===== src/rtl/set_scan_ctrl.sv =====
// Drives the PE coverage interface: latches one job, rasters the grid through the PE
// and counts points whose coverage bits satisfy the selected predicate.
module set_scan_ctrl #(
    parameter int unsigned GRID_MIN = 1,
    parameter int unsigned GRID_MAX = 8,
    parameter int unsigned CNT_W    = 7
) (
    input  logic             clk,
    input  logic             rst,
    input  logic             en_i,
    input  logic [23:0]      central_i,
    input  logic [11:0]      radius_i,
    input  logic [1:0]       mode_i,
    input  logic [2:0]       covered_i,
    output logic [7:0]       coord_o,
    output logic [23:0]      cent_buf_o,
    output logic [11:0]      r_buf_o,
    output logic             busy_o,
    output logic             valid_o,
    output logic [CNT_W-1:0] candidate_o
);

    localparam logic [3:0] GMin = 4'(GRID_MIN);
    localparam logic [3:0] GMax = 4'(GRID_MAX);

    typedef enum logic [1:0] {StIdle, StScan, StDone} state_e;

    state_e     state_q;
    logic [1:0] mode_q;
    logic [3:0] x_q;
    logic [3:0] y_q;
    logic       hit;
    logic       cov_a;
    logic       cov_b;
    logic       cov_c;

    assign cov_a   = covered_i[2];
    assign cov_b   = covered_i[1];
    assign cov_c   = covered_i[0];
    assign coord_o = {x_q, y_q};

    always_comb begin
        hit = 1'b0;
        unique case (mode_q)
            2'd0: hit = cov_a;
            2'd1: hit = cov_a & cov_b;
            2'd2: hit = cov_a ^ cov_b;
            2'd3: hit = (cov_a & cov_b & ~cov_c) | (cov_a & ~cov_b & cov_c) |
                        (~cov_a & cov_b & cov_c);
            default: hit = 1'b0;
        endcase
    end

    always_ff @(posedge clk) begin
        if (rst) begin
            state_q     <= StIdle;
            mode_q      <= 2'd0;
            x_q         <= 4'd0;
            y_q         <= 4'd0;
            cent_buf_o  <= 24'd0;
            r_buf_o     <= 12'd0;
            busy_o      <= 1'b0;
            valid_o     <= 1'b0;
            candidate_o <= '0;
        end else begin
            unique case (state_q)
                StIdle: begin
                    valid_o <= 1'b0;
                    busy_o  <= 1'b0;
                    if (en_i) begin
                        cent_buf_o  <= central_i;
                        r_buf_o     <= radius_i;
                        mode_q      <= mode_i;
                        x_q         <= GMin;
                        y_q         <= GMin;
                        candidate_o <= '0;
                        busy_o      <= 1'b1;
                        state_q     <= StScan;
                    end
                end
                StScan: begin
                    if (hit) begin
                        candidate_o <= candidate_o + CNT_W'(1);
                    end
                    // Last point leaves coord_o parked at (GRID_MAX, GRID_MAX).
                    if (x_q == GMax) begin
                        if (y_q == GMax) begin
                            state_q <= StDone;
                        end else begin
                            x_q <= GMin;
                            y_q <= y_q + 4'd1;
                        end
                    end else begin
                        x_q <= x_q + 4'd1;
                    end
                end
                StDone: begin
                    // busy_o stays high across the valid pulse; IDLE drops both.
                    valid_o <= 1'b1;
                    state_q <= StIdle;
                end
                default: state_q <= StIdle;
            endcase
        end
    end

endmodule


===== config.mk =====
export PLATFORM = sky130hd
export DESIGN_NAME = set_scan_ctrl
export DESIGN_NICKNAME = d
export VERILOG_FILES = /design/src/rtl/set_scan_ctrl.sv
export SDC_FILE = /design/constraint.sdc
export NUM_CORES = 1
export LEC_CHECK = 0
export CORE_MARGIN = 5
export CORE_UTILIZATION = 46
export CTS_CLUSTER_DIAMETER = 30
export CTS_CLUSTER_SIZE = 14
export DETAILED_ROUTE_END_ITERATION = 10
export PLACE_DENSITY = 0.95
export SETUP_SLACK_MARGIN = 0.1
export SLEW_MARGIN = 40
export SYNTH_ARGS = -nofsm -noshare
export SYNTH_HDL_FRONTEND = slang
export SYNTH_SLANG_ARGS = --single-unit

===== constraint.sdc =====
create_clock -name clk -period 4 [get_ports clk]
set_input_delay 0.8 -clock clk [delete_from_list [all_inputs] [get_ports clk]]
set_output_delay 0.8 -clock clk [all_outputs]
set_load 0.01 [all_outputs]

# Word-level counts from Yosys, hierarchy flattened
# Index checks and enable logic that the tools add are counted.
[word_totals] wordCells=63 out_inout_bits=53 reg_bits=57 input_bits=44
[classes] reduce_logical=9 bitwise_logic=12 n_mux=17 n_addsub=3 n_eq_ne=13
[ops] operator="$mux W4" count=5
[ops] operator="$pmux W4 S2" count=2
[ops] operator="$mux W7" count=2
[ops] operator="$pmux W7 S2" count=1
[ops] operator="$ne A2 B2 Y1 const B" count=5
[ops] operator="$reduce_and A3 Y1" count=3
[ops] operator="$add A4 B1 Y4 const B" count=2
[ops] operator="$eq A4 B4 Y1 const B" count=2
[ops] operator="$add A7 B1 Y7 const B" count=1
[ops] operator="$and A1 B1 Y1" count=6
[ops] operator="$eq A2 B2 Y1 const B" count=3
[ops] operator="$mux W2" count=3
[ops] operator="$eq A2 B1 Y1 const B" count=2
[ops] operator="$logic_not A2 Y1" count=2
[ops] operator="$pmux W1 S4" count=1
[ops] operator="$pmux W2 S2" count=1
[ops] operator="$reduce_and A4 Y1" count=1
[ops] operator="$reduce_bool A2 Y1" count=2
[ops] operator="$ne A3 B3 Y1 const B" count=1
[ops] operator="$not A1 Y1" count=3
[ops] operator="$or A1 B1 Y1" count=2
[ops] operator="$pmux W1 S2" count=1
[ops] operator="$reduce_and A2 Y1" count=1
[ops] operator="$mux W1" count=1
[ops] operator="$xor A1 B1 Y1" count=1

# Logic depth before layout (Yosys ltp)
# Gate-level depths: netlist (run 1).
[depth] word_depth=8 depth_mapped=7 ltp_nobuf=7

# Worst setup path after synthesis (run 1)
# OpenSTA, ideal clock, no wires.
[synth_path] path_type="input -> register" from="in covered_i[1]" to="reg candidate_o[5]" stages=6 setup_time_ps=121 arrival_ps=2156 n_path_buf=0 t_required_ps=3879 path_slack_ps=1723 cell_sequence="inv_1 ha_1 a211oi_1 o21ai_2 nor3_1 mux2_2"
[synth_between] elab_chain_len=8 elab_cells_between_ends=13 cone_classes="1 x eq/ne; 1 x mux; 10 x bitwise; 1 x reduce/logical"
[synth_lines] element="start, declared" line_no="14" rtl="input logic [2:0] covered_i,"
[synth_lines] element="$not A1 Y1" line_no="48" rtl="2'd3: hit = (cov_a & cov_b & ~cov_c) | (cov_a & ~cov_b & cov_c) |"
[synth_lines] element="$and A1 B1 Y1 (2 in series)" line_no="48"
[synth_lines] element="$or A1 B1 Y1 (2 in series)" line_no="48"
[synth_lines] element="$pmux W1 S4 *" line_no="44" rtl="unique case (mode_q)"
[synth_lines] element="$ne A2 B2 Y1 (no source line) *"
[synth_lines] element="$reduce_and A3 Y1 (no source line) *"
[synth_lines] element="end signal, assigned" line_no="83" rtl="candidate_o <= candidate_o + CNT_W'(1);"
[synth_lines] element="end, declared" line_no="20" rtl="output logic [CNT_W-1:0] candidate_o"
# Every way passes the cells marked *; elsewhere a longest branch is shown, timed or not.
# A chain may end at the register's enable or synchronous reset.

# Final worst setup path (run 1)
[layout_path] from="in covered_i[1]" to="reg candidate_o[6]"
# The elaborated chain is that of the path after synthesis.

==> results of run 1 <==
-- worst max-delay path, stage by stage --
cell and delay, ns:
clkdlybuf4s50_1 0.51, inv_1 0.06, ha_1 0.29, a211oi_1 0.40
o21ai_2 0.18, nor3_1 0.28, mux2_2 0.35
-- cell type report --
class                      count  share of cell area, %
clock inverter                 5                   2.88
sequential                    57                   32.0
timing repair buffer          97                   27.1
clock buffer                  11                   3.96
inverter                       7                  0.737
multi-input combinational    207                   31.0
tap                           67                   2.35
-- worst paths after layout --
path / from / to / cells past startpoint
max: covered_i[1] / candidate_o[6] / 7
min: r_buf_o[10] / r_buf_o[10] / 2
min reg2reg: r_buf_o[10] / r_buf_o[10] / 2
max reg2reg: state_q[0] / x_q[1] / 5
-- metal layers --
metal | wire length [um] | share of wire [%] | vias to the layer above | track usage, %
met1 | 2360 | 38 | 1075 | 19.5
met5 | 0 | 0 | - | 0
met2 | 3200 | 51 | 92 | 35.8
met4 | 49 | 0.79 | 0 | 7.60
li1 | - | - | 1154 | -
met3 | 617 | 9.9 | 7 | 8.98
-- flip-flops by register name, indices dropped and copies added, names as in the netlist --
signal	flops
y_q	4
x_q	4
state_q	2
mode_q	2
valid_o	1
candidate_o	7
busy_o	1
cent_buf_o	24
r_buf_o	12
-- per-stage QoR --
step	power, mW	utilization [%]	area (sq um)
2_1_floorplan	0.714	-	2330
3_3_place_gp	0.822	68.9	3320
3_5_place_dp	0.832	69.0	3320
4_1_cts	1.49	74.1	3570
5_1_grt	1.54	74.1	3570
6_report	1.47	74.1	3570
-- cells by family after synthesis --
family / count (synthesis) / synth area share, %
simple gates: 128 / 23.6
compound gates: 62 / 15.3
flops: 57 / 49.0
buf+inv: 24 / 3.92
fa+ha+maj: 8 / 4.30
mux: 6 / 2.79
xor+xnor: 3 / 1.13
-- layout by cell type, fill, tap and decap left out, drive strengths merged, types with 2 or more instances in the layout --
master / synthesis / routed
nor3b: 2 / 2
ha: 8 / 8
a21oi: 46 / 46
a311oi: 3 / 3
clkbuf: 16 / 11
dfxtp: 57 / 57
nor2: 16 / 16
inv: 7 / 7
nand2: 83 / 83
nand2b: 2 / 2
nand3: 9 / 9
bufinv: 0 / 3
mux2: 4 / 4
nand3b: 3 / 3
mux2i: 2 / 2
xor2: 2 / 2
o21ai: 5 / 5
buf: 1 / 2
nor3: 5 / 5
nor2b: 2 / 2
clkdlybuf4s50: 0 / 95
-- power by group through the flow --
stage	Sequential (mW)	Clock, mW	Combinational, mW
3_3_place_gp	0.626	0	0.197
6_report	0.615	0.655	0.203
3_5_place_dp	0.628	0	0.204
4_1_cts	0.615	0.667	0.205
5_1_grt	0.619	0.703	0.221
2_1_floorplan	0.637	0	0.0771
==> results.cfg, run 1 <==
[synth]
synth_edf_count = 0
ys.flop_type = dfxtp_1
yosysWarnings = 0
synthesis.area_per_instance_sq_um = 8.09
yosys-top-cells-area = dfxtp_1 49%, nand2_1 13%, a21oi_1 9.9%
synth_nets = 340
netlist.area_leader.share_pct = 49.0
synthArstFlopShare_pct = 0
synth_cells = 288
synth_most_common_cell = nand2_1
syn_area_sq_um = 2330
ys_ff_latch = 57
yosys.area.top_type = dfxtp_1
synth_common_cells = 83 x nand2_1, 57 x dfxtp_1, 46 x a21oi_1
yosysSeqAreaShare_pct = 49.0
yosysUniqueCellTypes = 36

[pwr]
pwr_density_cell_nw_per_um2 = 413
combPwrFrac_pct = 13.8
leakage_nw = 1.32
seqPwrFrac_pct = 41.8
internal-power_mw = 1.13
clkPwrFrac_pct = 44.5
p_sw_share_pct = 23.1
p_sw_uw = 340
vdd_drop_max_mv = 0.273

[worst_setup_path]
cp-end-kind = register
rrSetupSlack_ns = 1.82
worstSetupPathType = in -> reg
crit_required_ns = 4.22
critPathLaunchType = primary input
cp_max_fo = 7
crit_arrival_ns = 2.87

[sta]
grt_setup_unrepaired = false
drv_slew = 0
fin_tns_setup_ns = 0
finClkSkew_ns = 0.00258
final-hold-violation-count = 0
clock.fmax_ghz = 0.377
fin_crit_ns = 2.65
worstMarginPinSlew_ns = 0.855
finalSetupViolCount = 0
slew_headroom_pct = 42.9
hold_ws_ns = 0.451
period_share_pct = 66.2
worst_slack_ns = 1.35

[global_route]
grt_max_degree = 61
grt.total_usage_pct = 19.7
grt_pass1_wl_um = 10000
grt_pass1_vias = 2369
overflow = 0
antenna_found_initial = 0

[clocking]
insertion_delay_ns = 0.33
cts_max_level = 3
clockBufferDepth = 2
cts_setup_buffers = 0
cts-resized-gates = 0
cts_tree = done
numCtsBuffers = 9
cts_root_buffer = clkbuf_8
clk_pin_slew_worst_paths_ns = 0.06
cts_hold_buf = 0
cts.sinks = 57

[run]
maxCapViolCount = 0

[drt]
viasPerCell = 5.16
drc = 0
ant_nets = 0
vias = 2328
first_iter_violations = 111
routedWlPerCell_um = 13.8
drt_wl_total_um = 6230
firstDrtPassIters = 4

[cells_and_area]
nets = 431
seq_area_sq_um = 1140
stdcell_count = 451
area.growth.synth_to_final_pct = 53.2
diodes = 0
multi_input_area_sq_um = 1110
layout-drive-gt1-share_pct = 6.51
fillers = 384

[placed_design]
globalplace.congestion = 0.814
dp_hpwl_um = 4380
dp_cells = 435
numPortBuffers = 96
dp_slack_ns = 1.02

[run_status]
outcome = finished clean

[floorplanning]
rows = 25
coreArea_sq_um = 4820
dieArea_sq_um = 6580
initial_core_util_pct = 48.3
die-height_um = 81.1
die_w_um = 81.1
io_pins = 97

[worst_hold_path]
hp-class = reg -> reg
Note: power is estimated with default switching activity, not from simulation.
==> run 2, diff against run 1 <==
CORE_UTILIZATION = 38   (was 46)
PLACE_DENSITY = 0.86   (was 0.95)
clock period = 2.3 ns   (was 4 ns; I/O delays follow)
==> run 2 against run 1 <==
  * Die area grew 18%
  * Core utilization down 13 points
  * Design area up 2.1%
  * Register-to-register slack worse by 1.3 ns
  * Sequential power rose by 74%
  * First-iteration DRC count up 18%
  * Worst setup slack worse by 1.2 ns
  * Wire length is 3.7% higher
  * Cell count rose by 4.2%
  * Flip-flop and latch count did not move
  * Total power increased by 70%
  * Critical endpoint is now candidate_o[5]
  * Highest routed layer unchanged
==> results.cfg, run 2 (same netlist as run 1, synthesis figures left out) <==
[run_status]
outcome = finished clean

[floorplanning]
initial_core_util_pct = 39.1
die_w_um = 88.3
coreArea_sq_um = 5960
io_pins = 97
dieArea_sq_um = 7790
rows = 28
die-height_um = 88.3

[sta]
slew_headroom_pct = 55.2
finClkSkew_ns = 0.00868
drv_slew = 0
finalSetupViolCount = 0
final-hold-violation-count = 0
clock.fmax_ghz = 0.476
worst_slack_ns = 0.197
period_share_pct = 91.4
grt_setup_unrepaired = false
fin_crit_ns = 2.10
worstMarginPinSlew_ns = 0.672

[cells_and_area]
area.growth.synth_to_final_pct = 56.4
layout-drive-gt1-share_pct = 9.11
nets = 442
layout_commonest_cell = clkdlybuf4s50_1
multi_input_area_sq_um = 1100
fin_area_sq_um = 3640
largestRegisters = cent_buf_o: 24 flops, r_buf_o: 12 flops, candidate_o: 7 flops
final_cell_mix = 95 x clkdlybuf4s50_1, 83 x nand2_1, 57 x dfxtp_1
top_register = cent_buf_o
largest_reg_flops = 24
final_core_util_pct = 61.1
seq_area_sq_um = 1140
fillers = 533
diodes = 0
stdcell_count = 470

[placed_design]
dpl_cell_area_sq_um = 3410
dp_cells = 454
dp_slack_ns = -0.148
numPortBuffers = 96
dp_hpwl_um = 4700
globalplace.congestion = 0.756

[worst_setup_path]
cp_max_fo = 4
critPathLaunchType = primary input
crit_arrival_ns = 2.31
cp-end-kind = register
crit_required_ns = 2.51
worstSetupPathType = in -> reg

[pwr]
vdd_drop_max_mv = 0.457
pwr_density_cell_nw_per_um2 = 688
leakage_nw = 1.36
total_power_mw = 2.50

[global_route]
grt_pass1_wl_um = 10200
grt_max_degree = 37
antenna_found_initial = 0
grt_pass1_vias = 2282
overflow = 0
grt.total_usage_pct = 16.7

[clocking]
cts_max_level = 3
insertion_delay_ns = 0.33
cts_root_buffer = clkbuf_8
clk_pin_slew_worst_paths_ns = 0.06
cts.sinks = 57
cts_hold_buf = 0
cts-resized-gates = 0
clockBufferDepth = 2
cts_tree = done
numCtsBuffers = 9
cts_setup_buffers = 0

[drt]
routedWlPerCell_um = 13.7
firstDrtPassIters = 4
vias = 2362
first_iter_violations = 131
ant_nets = 0
drt_wl_total_um = 6460
viasPerCell = 5.03
drc = 0

[run]
maxCapViolCount = 0

[worst_hold_path]
hp-class = reg -> reg
run 2: path summary, 6_finish.rpt:
kind                                  endpoint            from  cells after the start  slack, ns
worst max-delay path            candidate_o[5]    covered_i[1]                      8       0.20
worst min-delay path            cent_buf_o[15]  cent_buf_o[15]                      2       0.45
worst max register to register          x_q[1]          x_q[0]                      7       0.55
worst min register to register  cent_buf_o[15]  cent_buf_o[15]                      2       0.45
run 2: final cells by class:
cell class	instances	area share, %
Inverter	7	0.722
Sequential cell	57	31.3
Clock inverter	4	2.06
Timing Repair Buffer	108	28.7
Multi-Input combinational cell	207	30.3
Tap cell	75	2.58
Clock buffer	12	4.26
run 2: power by group:
part           internal, mW  leakage [nW]  switching, mW  total, mW
clock                 0.669         0.109          0.394       1.06
combinational         0.202         0.789          0.170      0.372
sequential             1.04         0.466         0.0328       1.07
run 2: critical path, stage by stage:
cell and delay (ns):
clkdlybuf4s50_1 0.48, inv_1 0.05, ha_1 0.28, a211oi_1 0.23
buf_4 0.15, o21ai_2 0.07, nor3_1 0.24, mux2_2 0.36
run 2: per-layer routing:
| layer | up-vias | GRT usage [%] | part of all wire [%] |
|---|---|---|---|
| met5 | - | 0 | 0 |
| met4 | 0 | 7.69 | 1.8 |
| met3 | 12 | 5.40 | 7.2 |
| met2 | 88 | 27.9 | 48 |
| met1 | 1091 | 19.4 | 43 |
| li1 | 1171 | - | - |
run 2: metrics by stage:
step | hold slack [ns] | setup TNS [ns]
after floorplan | 0.449 | 0
after global placement | 0.441 | -0.192
after detailed placement | 0.449 | -0.372
after CTS | 0.459 | 0
after global routing | 0.480 | 0
final | 0.454 | 0
